<file path="config.mk">
export PLATFORM = sky130hd
export DESIGN_NAME = ay_psg
export DESIGN_NICKNAME = d
export VERILOG_FILES = /design/src/rtl/ay_pkg.sv /design/src/rtl/ay_tone.sv /design/src/rtl/ay_psg.sv
export SDC_FILE = /design/constraint.sdc
export NUM_CORES = 1
export LEC_CHECK = 0
export ABC_AREA = 1
export BUFFER_PORTS_ARGS = -buffer_cell sky130_fd_sc_hd__buf_2
export CELL_PAD_IN_SITES_DETAIL_PLACEMENT = 1
export CELL_PAD_IN_SITES_GLOBAL_PLACEMENT = 1
export CORE_AREA = 2 2 165 167
export CTS_CLUSTER_DIAMETER = 100
export DETAILED_ROUTE_END_ITERATION = 10
export DIE_AREA = 0 0 167 169
export GPL_ROUTABILITY_DRIVEN = 1
export MAX_ROUTING_LAYER = met4
export PLACE_DENSITY = 0.84
export REMOVE_ABC_BUFFERS = 1
export SYNTH_ARGS = -nofsm -noshare
export SYNTH_HDL_FRONTEND = slang
export SYNTH_SLANG_ARGS = --single-unit
</file>
<file path="constraint.sdc">
create_clock -name clock_i -period 12.6 [get_ports clock_i]
set_clock_uncertainty 0.15 [all_clocks]
set_input_delay 2.52 -clock clock_i [delete_from_list [all_inputs] [get_ports clock_i]]
set_output_delay 2.52 -clock clock_i [all_outputs]
set_load 0.03 [all_outputs]
</file>
<file path="src/rtl/ay_pkg.sv">
`default_nettype none
// ============================================================================
// Module   : ay_pkg
// Purpose  : Shared constants for the AY-3-8910 compatible PSG: register
//            indices, per-register write masks and envelope shape bits.
// Revision : 1.0 - initial release
// ============================================================================
package ay_pkg;

    // Register indices
    localparam logic [3:0] R_TONE_A_L  = 4'd0;
    localparam logic [3:0] R_TONE_A_H  = 4'd1;
    localparam logic [3:0] R_TONE_B_L  = 4'd2;
    localparam logic [3:0] R_TONE_B_H  = 4'd3;
    localparam logic [3:0] R_TONE_C_L  = 4'd4;
    localparam logic [3:0] R_TONE_C_H  = 4'd5;
    localparam logic [3:0] R_NOISE_P   = 4'd6;
    localparam logic [3:0] R_MIXER     = 4'd7;
    localparam logic [3:0] R_AMP_A     = 4'd8;
    localparam logic [3:0] R_AMP_B     = 4'd9;
    localparam logic [3:0] R_AMP_C     = 4'd10;
    localparam logic [3:0] R_ENV_P_L   = 4'd11;
    localparam logic [3:0] R_ENV_P_H   = 4'd12;
    localparam logic [3:0] R_ENV_SHAPE = 4'd13;
    localparam logic [3:0] R_IO_A      = 4'd14;
    localparam logic [3:0] R_IO_B      = 4'd15;

    // Envelope shape bit positions inside R13
    localparam int ENV_HOLD = 0;
    localparam int ENV_ALT  = 1;
    localparam int ENV_ATT  = 2;
    localparam int ENV_CONT = 3;

    // Implemented bits of each register; unimplemented bits read back as 0
    function automatic logic [7:0] reg_mask(input logic [3:0] idx);
        logic [7:0] m;
        case (idx)
            R_TONE_A_H, R_TONE_B_H, R_TONE_C_H, R_ENV_SHAPE: m = 8'h0F;
            R_NOISE_P, R_AMP_A, R_AMP_B, R_AMP_C:            m = 8'h1F;
            default:                                         m = 8'hFF;
        endcase
        return m;
    endfunction

endpackage
`default_nettype wire

</file>
<file path="src/rtl/ay_tone.sv">
`default_nettype none
// ============================================================================
// Module   : ay_tone
// Purpose  : One tone channel: 12-bit period counter that toggles the square
//            wave output every TP enable pulses (TP = 0 behaves as 1).
// Revision : 1.0 - initial release
// ============================================================================
module ay_tone (
    input  logic        clock_i,
    input  logic        reset_i,
    input  logic        en_i,
    input  logic [11:0] period_i,
    output logic        tone_o
);
    logic [11:0] cnt_q, cnt_d;
    logic        tone_q, tone_d;
    logic [11:0] tp;
    logic [12:0] cnt_inc;

    // Next count/toggle; >= compare makes a shortened period wrap at once
    always_comb begin
        tp      = (period_i == 12'd0) ? 12'd1 : period_i;
        cnt_inc = {1'b0, cnt_q} + 13'd1;
        cnt_d   = cnt_q;
        tone_d  = tone_q;
        if (en_i) begin
            if (cnt_inc >= {1'b0, tp}) begin
                cnt_d  = '0;
                tone_d = ~tone_q;
            end else begin
                cnt_d = cnt_inc[11:0];
            end
        end
    end

    // Counter and output state
    always_ff @(posedge clock_i or posedge reset_i) begin
        if (reset_i) begin
            cnt_q  <= '0;
            tone_q <= 1'b0;
        end else begin
            cnt_q  <= cnt_d;
            tone_q <= tone_d;
        end
    end

    assign tone_o = tone_q;
endmodule
`default_nettype wire

</file>
<file path="src/rtl/ay_psg.sv">
`default_nettype none
// ============================================================================
// Module   : ay_psg
// Purpose  : AY-3-8910 compatible sound generator: 16-register file, three
//            tone channels, noise LFSR, envelope and registered mixer.
// Revision : 1.0 - initial release
// ============================================================================
module ay_psg
    import ay_pkg::*;
#(
    parameter int CLK_DIV = 14
) (
    input  logic       clock_i,
    input  logic       reset_i,
    input  logic       addr_we_i,
    input  logic       data_we_i,
    input  logic [7:0] din_i,
    output logic [7:0] dout_o,
    output logic [3:0] ch_a_o,
    output logic [3:0] ch_b_o,
    output logic [3:0] ch_c_o,
    output logic [5:0] mix_o
);
    localparam int DIV_W = (CLK_DIV > 1) ? $clog2(CLK_DIV) : 1;

    // ---------------- tick generator ----------------
    logic [DIV_W-1:0] div_q, div_d;
    logic [3:0]       pre_q, pre_d;
    logic             tick, tone_en, ns_en;

    // PSG tick every CLK_DIV clocks; prescaler derives tone (/8) and noise (/16) rates
    always_comb begin
        tick    = (div_q == DIV_W'(CLK_DIV - 1));
        div_d   = tick ? '0 : div_q + DIV_W'(1);
        pre_d   = tick ? pre_q + 4'd1 : pre_q;
        tone_en = tick && (pre_q[2:0] == 3'd7);
        ns_en   = tick && (pre_q == 4'd15);
    end

    // Divider and prescaler state
    always_ff @(posedge clock_i or posedge reset_i) begin
        if (reset_i) begin
            div_q <= '0;
            pre_q <= '0;
        end else begin
            div_q <= div_d;
            pre_q <= pre_d;
        end
    end

    // ---------------- register file ----------------
    logic [7:0] regs_q [16];
    logic [3:0] addr_q;
    logic       sel_q;
    logic       reg_wr, env_wr;

    assign reg_wr = data_we_i && sel_q;
    assign env_wr = reg_wr && (addr_q == R_ENV_SHAPE);

    // Data write uses the address latched before any same-cycle address write
    always_ff @(posedge clock_i or posedge reset_i) begin
        if (reset_i) begin
            for (int i = 0; i < 16; i++) begin
                regs_q[i] <= (i == int'(R_MIXER)) ? 8'hFF : 8'h00;
            end
            addr_q <= '0;
            sel_q  <= 1'b1;
        end else begin
            if (reg_wr) begin
                regs_q[addr_q] <= din_i & reg_mask(addr_q);
            end
            if (addr_we_i) begin
                addr_q <= din_i[3:0];
                sel_q  <= (din_i[7:4] == 4'h0);
            end
        end
    end

    assign dout_o = sel_q ? regs_q[addr_q] : 8'hFF;

    // ---------------- tone channels ----------------
    logic [2:0] tone;

    for (genvar g = 0; g < 3; g++) begin : g_tone
        ay_tone u_tone (
            .clock_i  (clock_i),
            .reset_i  (reset_i),
            .en_i     (tone_en),
            .period_i ({regs_q[2*g+1][3:0], regs_q[2*g]}),
            .tone_o   (tone[g])
        );
    end

    // ---------------- noise ----------------
    logic [4:0]  ncnt_q, ncnt_d;
    logic [16:0] lfsr_q, lfsr_d;
    logic [4:0]  np;
    logic        noise;

    // Noise period counter; the 17-bit LFSR shifts once per NP noise pulses
    always_comb begin
        np     = (regs_q[R_NOISE_P][4:0] == 5'd0) ? 5'd1 : regs_q[R_NOISE_P][4:0];
        ncnt_d = ncnt_q;
        lfsr_d = lfsr_q;
        if (ns_en) begin
            if (({1'b0, ncnt_q} + 6'd1) >= {1'b0, np}) begin
                ncnt_d = '0;
                lfsr_d = {lfsr_q[0] ^ lfsr_q[3], lfsr_q[16:1]};
            end else begin
                ncnt_d = ncnt_q + 5'd1;
            end
        end
    end

    // Noise state
    always_ff @(posedge clock_i or posedge reset_i) begin
        if (reset_i) begin
            ncnt_q <= '0;
            lfsr_q <= 17'h1;
        end else begin
            ncnt_q <= ncnt_d;
            lfsr_q <= lfsr_d;
        end
    end

    assign noise = lfsr_q[0];

    // ---------------- envelope ----------------
    logic [15:0] ecnt_q, ecnt_d;
    logic [15:0] ep;
    logic [3:0]  step_q, step_d;
    logic        flip_q, flip_d;
    logic        held_q, held_d;
    logic [3:0]  shape;
    logic [3:0]  env_level;

    // Holding parks step at 15; flip is chosen so the parked level is 0 or 15 as required
    always_comb begin
        shape  = regs_q[R_ENV_SHAPE][3:0];
        ep     = ({regs_q[R_ENV_P_H], regs_q[R_ENV_P_L]} == 16'd0) ? 16'd1
                 : {regs_q[R_ENV_P_H], regs_q[R_ENV_P_L]};
        ecnt_d = ecnt_q;
        step_d = step_q;
        flip_d = flip_q;
        held_d = held_q;
        if (env_wr) begin
            ecnt_d = '0;
            step_d = '0;
            flip_d = 1'b0;
            held_d = 1'b0;
        end else if (ns_en) begin
            if (({1'b0, ecnt_q} + 17'd1) >= {1'b0, ep}) begin
                ecnt_d = '0;
                if (!held_q) begin
                    if (step_q != 4'd15) begin
                        step_d = step_q + 4'd1;
                    end else if (!shape[ENV_CONT]) begin
                        held_d = 1'b1;
                        flip_d = shape[ENV_ATT];
                    end else if (shape[ENV_HOLD]) begin
                        held_d = 1'b1;
                        flip_d = shape[ENV_ALT];
                    end else if (shape[ENV_ALT]) begin
                        step_d = '0;
                        flip_d = ~flip_q;
                    end else begin
                        step_d = '0;
                    end
                end
            end else begin
                ecnt_d = ecnt_q + 16'd1;
            end
        end
        env_level = (shape[ENV_ATT] ^ flip_q) ? step_q : (4'd15 - step_q);
    end

    // Envelope state
    always_ff @(posedge clock_i or posedge reset_i) begin
        if (reset_i) begin
            ecnt_q <= '0;
            step_q <= '0;
            flip_q <= 1'b0;
            held_q <= 1'b0;
        end else begin
            ecnt_q <= ecnt_d;
            step_q <= step_d;
            flip_q <= flip_d;
            held_q <= held_d;
        end
    end

    // ---------------- mixer ----------------
    logic [2:0][3:0] ch_q, ch_d;
    logic [5:0]      mix_q;

    // Channel gate combines tone and noise, each forced open by its R7 disable bit
    always_comb begin
        for (int x = 0; x < 3; x++) begin
            if ((tone[x] | regs_q[R_MIXER][x]) & (noise | regs_q[R_MIXER][x+3])) begin
                ch_d[x] = regs_q[int'(R_AMP_A) + x][4] ? env_level
                          : regs_q[int'(R_AMP_A) + x][3:0];
            end else begin
                ch_d[x] = 4'd0;
            end
        end
    end

    // Registered channel levels, then their sum one clock later
    always_ff @(posedge clock_i or posedge reset_i) begin
        if (reset_i) begin
            ch_q  <= '0;
            mix_q <= '0;
        end else begin
            ch_q  <= ch_d;
            mix_q <= {2'b00, ch_q[0]} + {2'b00, ch_q[1]} + {2'b00, ch_q[2]};
        end
    end

    assign ch_a_o = ch_q[0];
    assign ch_b_o = ch_q[1];
    assign ch_c_o = ch_q[2];
    assign mix_o  = mix_q;
endmodule
`default_nettype wire
</file>
---- Word-level counts from Yosys, hierarchy flattened ----
Memory sizes are Yosys's and may differ from the RTL's.
Index checks and enable logic that the tools add are counted.
storage, ports and cells
  memories ................................ 1
  flip-flop bits (word level) ............. 242
  input port bits ......................... 12
  output and inout bits ................... 26
  word-level logic and storage cells ...... 154
  ROM bits ................................ 64
memory list
  name             words  width  read ports  clocked after Yosys merged registers in  wr ports  RTL line      RTL
  (no name shown)  16     4      1           0                                        0         ay_pkg.sv:37  case (idx)
operators by class
  magnitude comparators ................... 7
  muxes and demuxes ....................... 50
  equality and inequality tests ........... 9
  bitwise operators ....................... 17
  add/sub/neg operators ................... 13
  reductions and logical operators ........ 21
operators with widths
  operator               count
  $bwmux 128             1
  $mux 12                6
  $mux 16                4
  $mux 4                 15
  $mux 8                 5
  $add 12x1->13 const B  3
  $ge 13x12->1           3
  $logic_not 12->1       3
  $bmux 8 s4             1
  $demux 8 s4            1
  $add 16x1->17 const B  1
  $ge 17x16->1           1
  $add 16x1->16 const B  1
  $logic_not 16->1       1
  $mux 1                 15
  $add 4x1->4 const B    3
  $eq 4x4->1 const B     3
  $mux 5                 2
  $reduce_and 2->1       5
  $reduce_and 5->1       2
  $and 8x8->8            1
  $add 5x1->6 const B    1
  $add 5x4->6            1
  $ge 6x5->1             1
  20 further kinds       37

---- Logic depth before layout (Yosys ltp) ----
  depth in word-level cells ............... 9
  depth in mapped cells ................... 19
  gate-level depth less buffers ........... 19

---- Hierarchy ----
A second synthesis with hierarchy kept.
second synthesis, totals
  cells, all modules ...................... 1,754
  area total of the unflattened synthesis .. 13,873.3 µm²
by module, submodules not included
  module   seq. area each (µm²)  times used  area an instance (µm²)  cells each
  ay_psg   5,092.4               1           10,292.4                1,253
  ay_tone  325.3                 3           1,193.6                 167

---- Worst setup path after synthesis ----
No wires, ideal clock.
  path type ............................... register to output
  from .................................... reg addr_q[0]
  to ...................................... out dout_o[5]
  setup slack ............................. 8.221 ns
  buffers on the path ..................... 3
  required time ........................... 9.930 ns
  data arrival time ....................... 1.709 ns
  cell stages (with the launch flop) ...... 8
  path through ............................ dfrtp_1 buf_2 inv_2 buf_2 buf_1 a211oi_1 o21ai_0 nand4_1
between the ends
  word-level cells in the longest chain between the ends .. 5
ends and longest elaborated chain
  what                                       RTL line      RTL
  start: declaration                         ay_psg.sv:53  logic [3:0] addr_q;
  start signal: assignment                   ay_psg.sv:73  addr_q <= din_i[3:0];
  $not 4->5 (implied by the code)            ay_psg.sv:79  assign dout_o = sel_q ? regs_q[addr_q] : 8'hFF;
  $bmux 8 s4                                 ay_psg.sv:79
  $mux 8 (implied by the code) (2 in a row)  ay_psg.sv:79
  $mux 8                                     ay_psg.sv:79
  end: declaration                           ay_psg.sv:18  output logic [7:0] dout_o,
Every way passes these cells. The select of a mux whose other input is x is not followed.

---- Worst setup path in the final report ----
  from .................................... reg addr_q[0]
  to ...................................... out dout_o[4]
Same word-level chain as after synthesis.

==> reports/metrics.csv <==
metric,value,unit
crit_family,buffers and inverters,
die_w,167,um
status,finished clean,
powerDensity,140,nW/um2
cts.sinks,242,
fin_hold_ws,0.308,ns
grt_pass1_wl,65000,um
via_count,11600,
worst_slack,6.72,ns
synthCells,1650,
post_cts_buffers,0,
cp_slowest_cell,inv_2,
rows,60,
gp_congestion,0.849,
crit_arrival,3.21,ns
power.total,0.00207,W
final_cell_mix,"nand2_1 (395), o21ai_0 (254), dfrtp_1 (232), inv_1 (209), a21oi_1 (91)",
fin_crit_sh,46.7,%
setup_violations,0,
synth_area_leaders,"dfrtp_1 (44%), nand2_1 (11%), o21ai_0 (9.5%)",
end_kind,output port,
ctsResizeCount,0,
cts_root_buffer,clkbuf_16,
finalHoldViolCount,0,
ys_seq_elements,242,
grt_pass1_vias,12300,
worstPathRequired,9.93,ns
mostFrequentLayoutCell,nand2_1,
cp_common_cell,o21ai_0,
grt_setup_unrepaired,no,
htreeDepth,1,
grt-ovfl-total,0,
crit_path_cell_trace,"buf_4, inv_2, o21ai_0, a21oi_1, o21ai_0, nand2_1, a2111o_1, buf_2",
critPathMaxStageDelay,0.60,ns
first_pass_iters,5,
cts_tree,yes,
clockBufferDepth,3,
slew_viol_final,0,
p_leak,7.25,nW
hold_class,flop to flop,
fp.dieH,169,um
clk_latency,0.55,ns
area_growth,11.3,%
path_class,flop to output port,
grt.total_usage,29.4,%
yosysWarnings,0,
fin_setup_tns,0,ns
path_max_fanout,82,
drc,0,
vias_per_cell,5.71,
start_util,50.3,%
ys.flop_type,dfrtp_1,
clkTransAtPathRegs,0.06,ns
yosys.area.top_type_share,43.6,%
worst_pin_slew,1.16,ns
avgSynthCellArea,8.08,um2
crit_path_start_kind,flop,
antenna_found_initial,1,
final_layout_size_suffix_gt1_share,7.76,%
core-area,26500,um2
dp_slack,7.37,ns
io_pins,38,
postCtsHoldBufs,0,
yosysTopAreaCell,dfrtp_1,
synthDistinctLibCells,50,
ant_nets,0,
ir_worst_vdd,112,uV
avgRoutedWirePerCell,19.6,um
max-slew-margin-rel,22.6,%
dp_hpwl,27500,um
finalNetCount,1756,
fmax,170,MHz
period_minus_slack,5.88,ns
die-area,28200,um2
port_buffers,37,
grt_max_degree,100,
wl,39800,um
crit_buf_inv,3,
netlist_area,13300,um2
yosysSeqAreaShare,45.5,%
drtIter0Drc,724,
async_reset_ff_share,100,%
synth_edf_count,0,
max-cap-violations,0,
cts_buffers,29,
-- final timing paths --
check / start / to / slack [ns] / cells after the start
hold / removal: div_q[0] / div_q[0] / 0.31 / 1
hold reg to reg: div_q[0] / div_q[0] / 0.31 / 1
max in group asynchronous: reset_i / g_tone[0].u_tone.cnt_q[11] / 8.89 / 3
setup reg to reg: addr_q[0] / regs_q[45] / 8.96 / 8
min in group asynchronous: reset_i / step_q[3] / 1.95 / 2
setup / recovery: addr_q[0] / dout_o[4] / 6.72 / 8
-- where the power goes --
| group | leakage (nW) | switching, W | internal [W] | total, W |
|---|---|---|---|---|
| Combinational | 3.62 | 0.000189 | 0.0000757 | 0.000265 |
| Sequential | 3.11 | 0.0000311 | 0.000816 | 0.000847 |
| Clock | 0.526 | 0.000350 | 0.000609 | 0.000959 |
-- layer usage --
metal  up-vias  global-route usage [%]  routed length (um)
met5         -                       -                   0
met4         0                    8.66                1080
met3        73                    5.10                2130
met2       264                    47.6               19000
met1      5777                    38.1               17600
li1       5485                       -                   -
-- worst register-to-register path, stage by stage, from the launching register on --
cell	delay, ns
dfrtp_1	0.36
buf_4	0.30
inv_2	0.92
ha_1	0.43
o21ai_0	0.17
nand2_1	0.06
o21ai_0	0.17
nand2_1	0.59
o21ai_0	0.41
-- logic make-up after synthesis --
| kind of cell | Yosys count | share of synthesized area (%) |
|---|---|---|
| AO/OA/AOI/OAI | 422 | 17.1 |
| AND/OR/NAND/NOR | 584 | 18.6 |
| flip-flops | 242 | 45.5 |
| XOR/XNOR | 44 | 2.89 |
| buffers and inverters | 280 | 8.29 |
| adder cells (fa/ha/maj) | 78 | 7.60 |
-- final cells by class --
| class | count | area [um2] |
|---|---|---|
| well taps | 341 | 427 |
| repair buffers | 41 | 215 |
| fillers | 3239 | 11700 |
| flip-flops and latches | 242 | 6070 |
| diodes | 1 | 2.50 |
| clock buffers | 34 | 785 |
| inverters | 224 | 855 |
| clock inverters | 19 | 319 |
| multi-input cells | 1128 | 6160 |
-- flip-flops by register name, summed over array words and instances, names as in the netlist --
name / cells
g_tone.u_tone.tone_o: 3
div_q: 4
ncnt_q: 5
ecnt_q: 16
ch_c_o: 4
addr_q: 4
held_q: 1
ch_b_o: 4
step_q: 4
mix_o: 6
regs_q: 128
lfsr_q: 17
flip_q: 1
g_tone.u_tone.cnt_q: 36
pre_q: 4
sel_q: 1
ch_a_o: 4
-- synth_stat cells (4+ instances only) --
library cell / instances
a2111o_1: 5
a211oi_1: 4
a21oi_1: 91
buf_1: 6
buf_2: 11
buf_4: 5
clkbuf_1: 32
dfrtp_1: 232
dfstp_2: 10
fa_1: 5
ha_1: 73
inv_1: 210
inv_2: 10
nand2_1: 395
nand3_1: 38
nand3b_1: 6
nand4_1: 34
nor2_1: 75
nor3_1: 15
nor4_1: 7
o211ai_1: 7
o21ai_0: 254
o22ai_1: 42
xnor2_1: 8
xor2_1: 36
-- stage by stage --
stage	util [%]	instances	cell area, um2
3_3_place_gp	51.8	1976	13700
3_5_place_dp	51.8	1976	13700
6_report	56.0	2030	14800
5_1_grt	56.0	2030	14800
4_1_cts	56.0	2029	14800
2_1_floorplan	-	1594	13100
Note: power is estimated with default switching activity, not from simulation.
